$ cat src/rtl/cpu_ctrl_pkg.sv
// Shared encodings for the accumulator CPU control path: bus selects, opcodes,
// ALU operations, sequencer state and sequence-counter width.
package cpu_ctrl_pkg;

    localparam int SC_W  = 3;
    localparam int OPC_W = 3;

    localparam logic [2:0] SEL_X   = 3'b000;
    localparam logic [2:0] SEL_AR  = 3'b001;
    localparam logic [2:0] SEL_PC  = 3'b010;
    localparam logic [2:0] SEL_DR  = 3'b011;
    localparam logic [2:0] SEL_AC  = 3'b100;
    localparam logic [2:0] SEL_IR  = 3'b101;
    localparam logic [2:0] SEL_TR  = 3'b110;
    localparam logic [2:0] SEL_MEM = 3'b111;

    localparam logic [OPC_W-1:0] OP_AND = 3'b000;
    localparam logic [OPC_W-1:0] OP_ADD = 3'b001;
    localparam logic [OPC_W-1:0] OP_LDA = 3'b010;
    localparam logic [OPC_W-1:0] OP_STA = 3'b011;
    localparam logic [OPC_W-1:0] OP_BUN = 3'b100;
    localparam logic [OPC_W-1:0] OP_ISZ = 3'b101;
    localparam logic [OPC_W-1:0] OP_REG = 3'b110;
    localparam logic [OPC_W-1:0] OP_HLT = 3'b111;

    localparam logic [2:0] ALU_PASS_DR = 3'b000;
    localparam logic [2:0] ALU_AND     = 3'b001;
    localparam logic [2:0] ALU_ADD     = 3'b010;
    localparam logic [2:0] ALU_CLR     = 3'b011;
    localparam logic [2:0] ALU_CMP     = 3'b100;
    localparam logic [2:0] ALU_INC     = 3'b101;

    typedef enum logic [1:0] {
        ST_IDLE = 2'd0,
        ST_RUN  = 2'd1,
        ST_HALT = 2'd2
    } state_e;

    // Register-op action bits are prioritised: the lowest set bit wins.
    function automatic logic [4:0] lowest_set(input logic [4:0] v);
        return v & (~v + 5'd1);
    endfunction

endpackage

$ cat src/rtl/control_sequencer_seq_counter.sv
// T-step counter for the control sequencer: synchronous clear has priority
// over increment, otherwise the count holds.
module seq_counter
    import cpu_ctrl_pkg::*;
#(
    parameter int W = SC_W
) (
    input  logic         clk,
    input  logic         rst,
    input  logic         clr_i,
    input  logic         inc_i,
    output logic [W-1:0] cnt_o
);

    logic [W-1:0] cnt_q;

    always_ff @(posedge clk or posedge rst) begin
        if (rst) begin
            cnt_q <= '0;
        end else if (clr_i) begin
            cnt_q <= '0;
        end else if (inc_i) begin
            cnt_q <= cnt_q + 1'b1;
        end
    end

    assign cnt_o = cnt_q;

endmodule

$ cat src/rtl/control_sequencer.sv
// Timing and control unit of the accumulator CPU: decodes state, T-step, IR and
// flags into bus select and register/memory strobes. Option: SINGLE_STEP_EN.
//
//  state   | meaning
//  --------+-------------------------------------------------------------
//  ST_IDLE | after reset (or after each instruction when single-stepping)
//  ST_RUN  | executing; SC counts the T-steps of the current instruction
//  ST_HALT | HLT executed; only START or reset leaves it
module control_sequencer
    import cpu_ctrl_pkg::*;
(
    input  logic            clk,
    input  logic            reset,
    input  logic            START,
`ifdef SINGLE_STEP_EN
    input  logic            STEP,
`endif
    input  logic [7:0]      IR_DATA,
    input  logic            AC_ZERO,
    input  logic            AC_SIGN,
    input  logic            DR_ZERO,
    output logic [2:0]      BUS_SEL,
    output logic            AR_LD,
    output logic            PC_LD,
    output logic            DR_LD,
    output logic            AC_LD,
    output logic            IR_LD,
    output logic            TR_LD,
    output logic            PC_INR,
    output logic            DR_INR,
    output logic            MEM_WR,
    output logic [2:0]      ALU_OP,
    output logic [SC_W-1:0] SC,
    output logic            HALTED
);

    state_e            state_q;
    state_e            state_d;
    logic [SC_W-1:0]   sc;
    logic              sc_clr;
    logic              sc_inc;
    logic              instr_done;
    logic              run_req;
    logic [OPC_W-1:0]  opc;
    logic [4:0]        reg_act;
    logic              skip;

    assign opc     = IR_DATA[7:5];
    assign reg_act = lowest_set(IR_DATA[4:0]);
    assign skip    = (reg_act[3] & AC_ZERO) | (reg_act[4] & AC_SIGN);

`ifdef SINGLE_STEP_EN
    assign run_req = START | STEP;
`else
    assign run_req = START;
`endif

    seq_counter #(.W(SC_W)) u_sc (
        .clk   (clk),
        .rst   (reset),
        .clr_i (sc_clr),
        .inc_i (sc_inc),
        .cnt_o (sc)
    );

    always_ff @(posedge clk or posedge reset) begin
        if (reset) begin
            state_q <= ST_IDLE;
        end else begin
            state_q <= state_d;
        end
    end

    always_comb begin
        state_d    = state_q;
        sc_clr     = 1'b0;
        sc_inc     = 1'b0;
        instr_done = 1'b0;
        BUS_SEL    = SEL_X;
        ALU_OP     = ALU_PASS_DR;
        AR_LD      = 1'b0;
        PC_LD      = 1'b0;
        DR_LD      = 1'b0;
        AC_LD      = 1'b0;
        IR_LD      = 1'b0;
        TR_LD      = 1'b0;
        PC_INR     = 1'b0;
        DR_INR     = 1'b0;
        MEM_WR     = 1'b0;

        case (state_q)
            ST_IDLE: begin
                if (run_req) begin
                    state_d = ST_RUN;
                    sc_clr  = 1'b1;
                end
            end
            ST_HALT: begin
                if (START) begin
                    state_d = ST_RUN;
                    sc_clr  = 1'b1;
                end
            end
            ST_RUN: begin
                case (sc)
                    3'd0: begin
                        BUS_SEL = SEL_PC;
                        AR_LD   = 1'b1;
                        sc_inc  = 1'b1;
                    end
                    3'd1: begin
                        BUS_SEL = SEL_MEM;
                        IR_LD   = 1'b1;
                        PC_INR  = 1'b1;
                        sc_inc  = 1'b1;
                    end
                    3'd2: begin
                        if (opc == OP_REG) begin
                            if (reg_act[0]) begin
                                ALU_OP = ALU_CLR;
                                AC_LD  = 1'b1;
                            end
                            if (reg_act[1]) begin
                                ALU_OP = ALU_CMP;
                                AC_LD  = 1'b1;
                            end
                            if (reg_act[2]) begin
                                ALU_OP = ALU_INC;
                                AC_LD  = 1'b1;
                            end
                            PC_INR = skip;
                            if (skip) begin
                                sc_inc = 1'b1;
                            end else begin
                                instr_done = 1'b1;
                            end
                        end else if (opc == OP_HLT) begin
                            state_d = ST_HALT;
                            sc_clr  = 1'b1;
                        end else begin
                            BUS_SEL = SEL_PC;
                            AR_LD   = 1'b1;
                            sc_inc  = 1'b1;
                        end
                    end
                    3'd3: begin
                        // Register ops only reach T3 on a taken skip.
                        if (opc == OP_REG) begin
                            PC_INR     = 1'b1;
                            instr_done = 1'b1;
                        end else begin
                            BUS_SEL = SEL_MEM;
                            AR_LD   = 1'b1;
                            PC_INR  = 1'b1;
                            sc_inc  = 1'b1;
                        end
                    end
                    3'd4: begin
                        case (opc)
                            OP_AND, OP_ADD, OP_LDA, OP_ISZ: begin
                                BUS_SEL = SEL_MEM;
                                DR_LD   = 1'b1;
                                sc_inc  = 1'b1;
                            end
                            OP_STA: begin
                                BUS_SEL    = SEL_AC;
                                MEM_WR     = 1'b1;
                                instr_done = 1'b1;
                            end
                            OP_BUN: begin
                                BUS_SEL    = SEL_AR;
                                PC_LD      = 1'b1;
                                instr_done = 1'b1;
                            end
                            default: instr_done = 1'b1;
                        endcase
                    end
                    3'd5: begin
                        case (opc)
                            OP_AND: begin
                                ALU_OP     = ALU_AND;
                                AC_LD      = 1'b1;
                                instr_done = 1'b1;
                            end
                            OP_ADD: begin
                                ALU_OP     = ALU_ADD;
                                AC_LD      = 1'b1;
                                instr_done = 1'b1;
                            end
                            OP_LDA: begin
                                ALU_OP     = ALU_PASS_DR;
                                AC_LD      = 1'b1;
                                instr_done = 1'b1;
                            end
                            OP_ISZ: begin
                                DR_INR = 1'b1;
                                sc_inc = 1'b1;
                            end
                            default: instr_done = 1'b1;
                        endcase
                    end
                    3'd6: begin
                        if (opc == OP_ISZ) begin
                            BUS_SEL = SEL_DR;
                            MEM_WR  = 1'b1;
                            PC_INR  = DR_ZERO;
                            if (DR_ZERO) begin
                                sc_inc = 1'b1;
                            end else begin
                                instr_done = 1'b1;
                            end
                        end else begin
                            instr_done = 1'b1;
                        end
                    end
                    3'd7: begin
                        PC_INR     = (opc == OP_ISZ);
                        instr_done = 1'b1;
                    end
                    default: instr_done = 1'b1;
                endcase
            end
            default: state_d = ST_IDLE;
        endcase

        if (instr_done) begin
            sc_clr = 1'b1;
`ifdef SINGLE_STEP_EN
            state_d = ST_IDLE;
`endif
        end
    end

    assign SC     = sc;
    assign HALTED = (state_q == ST_HALT);

endmodule

$ cat config.mk
export PLATFORM = sky130hd
export DESIGN_NAME = control_sequencer
export DESIGN_NICKNAME = d
export VERILOG_FILES = /design/src/rtl/cpu_ctrl_pkg.sv /design/src/rtl/control_sequencer_seq_counter.sv /design/src/rtl/control_sequencer.sv
export SDC_FILE = /design/constraint.sdc
export NUM_CORES = 1
export LEC_CHECK = 0
export ABC_CLOCK_PERIOD_IN_PS = 3910
export CAP_MARGIN = 20
export CORE_ASPECT_RATIO = 1.4
export CORE_MARGIN = 4
export CORE_UTILIZATION = 30
export DETAILED_ROUTE_END_ITERATION = 12
export GPL_TIMING_DRIVEN = 1
export HOLD_SLACK_MARGIN = 0.08
export PLACE_DENSITY = 0.55
export SLEW_MARGIN = 20
export SYNTH_ARGS = -nofsm -noshare
export SYNTH_HDL_FRONTEND = slang
export SYNTH_SLANG_ARGS = --single-unit
$ cat constraint.sdc
create_clock -name clk -period 3.91 [get_ports clk]
set_input_delay 0.5865 -clock clk [delete_from_list [all_inputs] [get_ports clk]]
set_output_delay 0.5865 -clock clk [all_outputs]
set_load 0.005 [all_outputs]
==> reports/qor.yml <==
timing:
  setup_viol: 0
  relSlewSlack: 0.565
  tightest_slew_ns: 0.652
  period_minus_slack_ns: 3.26
  timing.final.hold_violations: 0
  rsz0062_at_grt: "no"
  fmax_ghz: 0.307
  finalClockSkew_ns: 0.000898
  drv_slew: 0
  whs_ns: 0.542
  setup_total_negative_slack_ns: 0
  period_share: 0.834
synth:
  postSynthNetCount: 138
  syn_area_um2: 853
  seq_area_frac_synth: 0.147
  ys_types: 46
  ys.flop_type: "dfrtp_1"
  ys_warn_count: 0
  yosys_register_bits: 5
  async_reset_ff_frac: 1.00
  synth-edff-count: 0
  synth_cells: 118
  avgSynthCellArea_um2: 7.23
clocking:
  cts_made_buffers: 3
  cts_setup_buffers: 0
  ctsResizeCount: 0
  htree_levels: 1
  cts_tree: "built"
  clk_path_buf_depth: 2
  cts.sinks: 5
  clk_pin_slew_ns: 0.04
  insertion_delay_ns: 0.24
  cts-root-buf: "clkbuf_4"
  cts_hold_buffers: 0
cells_and_area:
  layout-drive-gt1-share: 0.0616
  finalCoreUtilization: 0.440
  final_common_cell: "clkdlybuf4s50_1"
  fin_cells: 182
  areaGrowthSynthToFinish_pct: 37.8
  layout_common_cells: "clkdlybuf4s50_1 (31), a21oi_1 (10), nor2_1 (9)"
  final_nets: 167
  fillers: 299
  multi_input_area_um2: 643
  antenna_cells: 0
  register_area_um2: 125
route:
  viasPerCell: 5.28
  drc: 0
  vias: 961
  drtIter0Drc: 20
  wl_per_cell_um: 13.5
  dr.pass1.iters: 4
  drt-total-wl_um: 2470
  ant_nets: 0
place:
  dp.final_hpwl_um: 2020
  dp_cells: 178
  gp_congestion: 0.813
  io_buffers: 31
global_route:
  antenna_found_initial: 0
  grt.overflow.total: 0
  grt_max_degree: 18
  grt_pass1_wl_um: 4280
  grt_use_total: 0.142
  grt_pass1_vias: 952
critical_path:
  start_kind: "input pin"
  end_kind: "output port"
  reg2reg_to: "u_sc.cnt_o[1]$_DFFE_PP0P_"
  cp_max_fo: 13
  ff2ff_setup_slack_ns: 1.55
  ff2ff_path_depth: 6
  crit_required_ns: 3.32
  criticalPathCategory: "in -> out"
  rr_startpoint: "u_sc.cnt_o[2]$_DFFE_PP0P_"
  cp_data_arrival_time_ns: 2.67
hold_path:
  hold_class: "in -> async"
die:
  dieArea_um2: 3770
  die_w_um: 53.1
  die_h_um: 71.1
  initial_core_util: 0.320
  ios: 33
  rows: 22
  core_um2: 2670
outcome:
  status: "complete, no violations"
power:
  power_uw: 698
  leakage_uw: 0.000448
  max-vdd-ir-drop_mv: 0.297
  powerDensity_nw_per_um2: 593
run:
  max_cap_viol_count: 0
==> worst max-delay path by stage <==
stage | end | from | slack (ns) | cells past startpoint
global placement | BUS_SEL[1] | IR_DATA[5] | 0.64 | 6
global route | BUS_SEL[2] | IR_DATA[5] | 0.47 | 7
CTS | BUS_SEL[2] | IR_DATA[5] | 0.64 | 7
detailed placement | BUS_SEL[2] | IR_DATA[5] | 0.65 | 7
finish | BUS_SEL[2] | IR_DATA[5] | 0.65 | 7
floorplan | BUS_SEL[2] | IR_DATA[5] | 1.76 | 6
==> metal layers <==
| layer | GRT usage | part of all wire |
|---|---|---|
| met1 | 0.173 | 0.41 |
| met2 | 0.262 | 0.58 |
| met3 | 0.00632 | 0.015 |
| met4 | 0.0341 | 0 |
| met5 | 0 | 0 |
==> synth_stat cells (2+ instances only) <==
cell	number	area (um2)
a211oi_1	2	15.0
a21oi_1	10	50.1
a31oi_1	2	12.5
and2_1	2	12.5
clkbuf_1	2	7.51
clkbuf_8	2	27.5
dfrtp_1	5	125
ha_1	6	75.1
inv_1	7	26.3
nand2_1	7	26.3
nand2b_1	3	18.8
nand3_1	5	25.0
nand3b_1	4	30.0
nor2_1	9	33.8
nor2b_1	5	31.3
nor3_1	6	30.0
nor4_1	4	25.0
o21ai_0	6	30.0
o22ai_1	3	18.8
or3_1	2	12.5
==> where the power goes <==
group	total, uW	switching, uW	internal, uW	leakage [uW]
Clock	58.0	19.5	38.5	0.0000150
Combinational	530	266	264	0.000371
Sequential	110	38.2	71.5	0.0000617
Total	698	324	374	0.000448
==> logic make-up (layout without fill, tap and decap cells) <==
family          Yosys count  count (layout)  synth area share
buf+inv                  14              42            0.0997
mux                       1               1            0.0117
simple gates             56              56             0.370
flops                     5               5             0.147
other cells               1               1           0.00439
fa+ha+maj                 7               7            0.0997
compound gates           34              34             0.268
==> final cells by class <==
class / instances / area share
Timing Repair Buffer: 31 / 0.264
Sequential cell: 5 / 0.106
Clock buffer: 4 / 0.0223
Tap cell: 36 / 0.0383
Multi-Input combinational cell: 99 / 0.547
Inverter: 7 / 0.0223
==> sequential cells by signal, summed over array words and instances (netlist names) <==
register	count
u_sc.cnt_o	3
state_q	2
==> critical path: stages <==
cell	delay (ns)
clkdlybuf4s50_1	0.73
inv_1	0.18
maj3_1	0.36
a22oi_1	0.17
nor2_1	0.06
nor2_1	0.09
clkdlybuf4s50_1	0.50
==> stage by stage <==
step | cell area [um2] | worst slack, ns
after floorplan | 853 | 1.76
after global placement | 1150 | 0.645
after detailed placement | 1150 | 0.650
after CTS | 1180 | 0.638
after global routing | 1180 | 0.468
final | 1180 | 0.650
(Power assumes the default switching activity.)
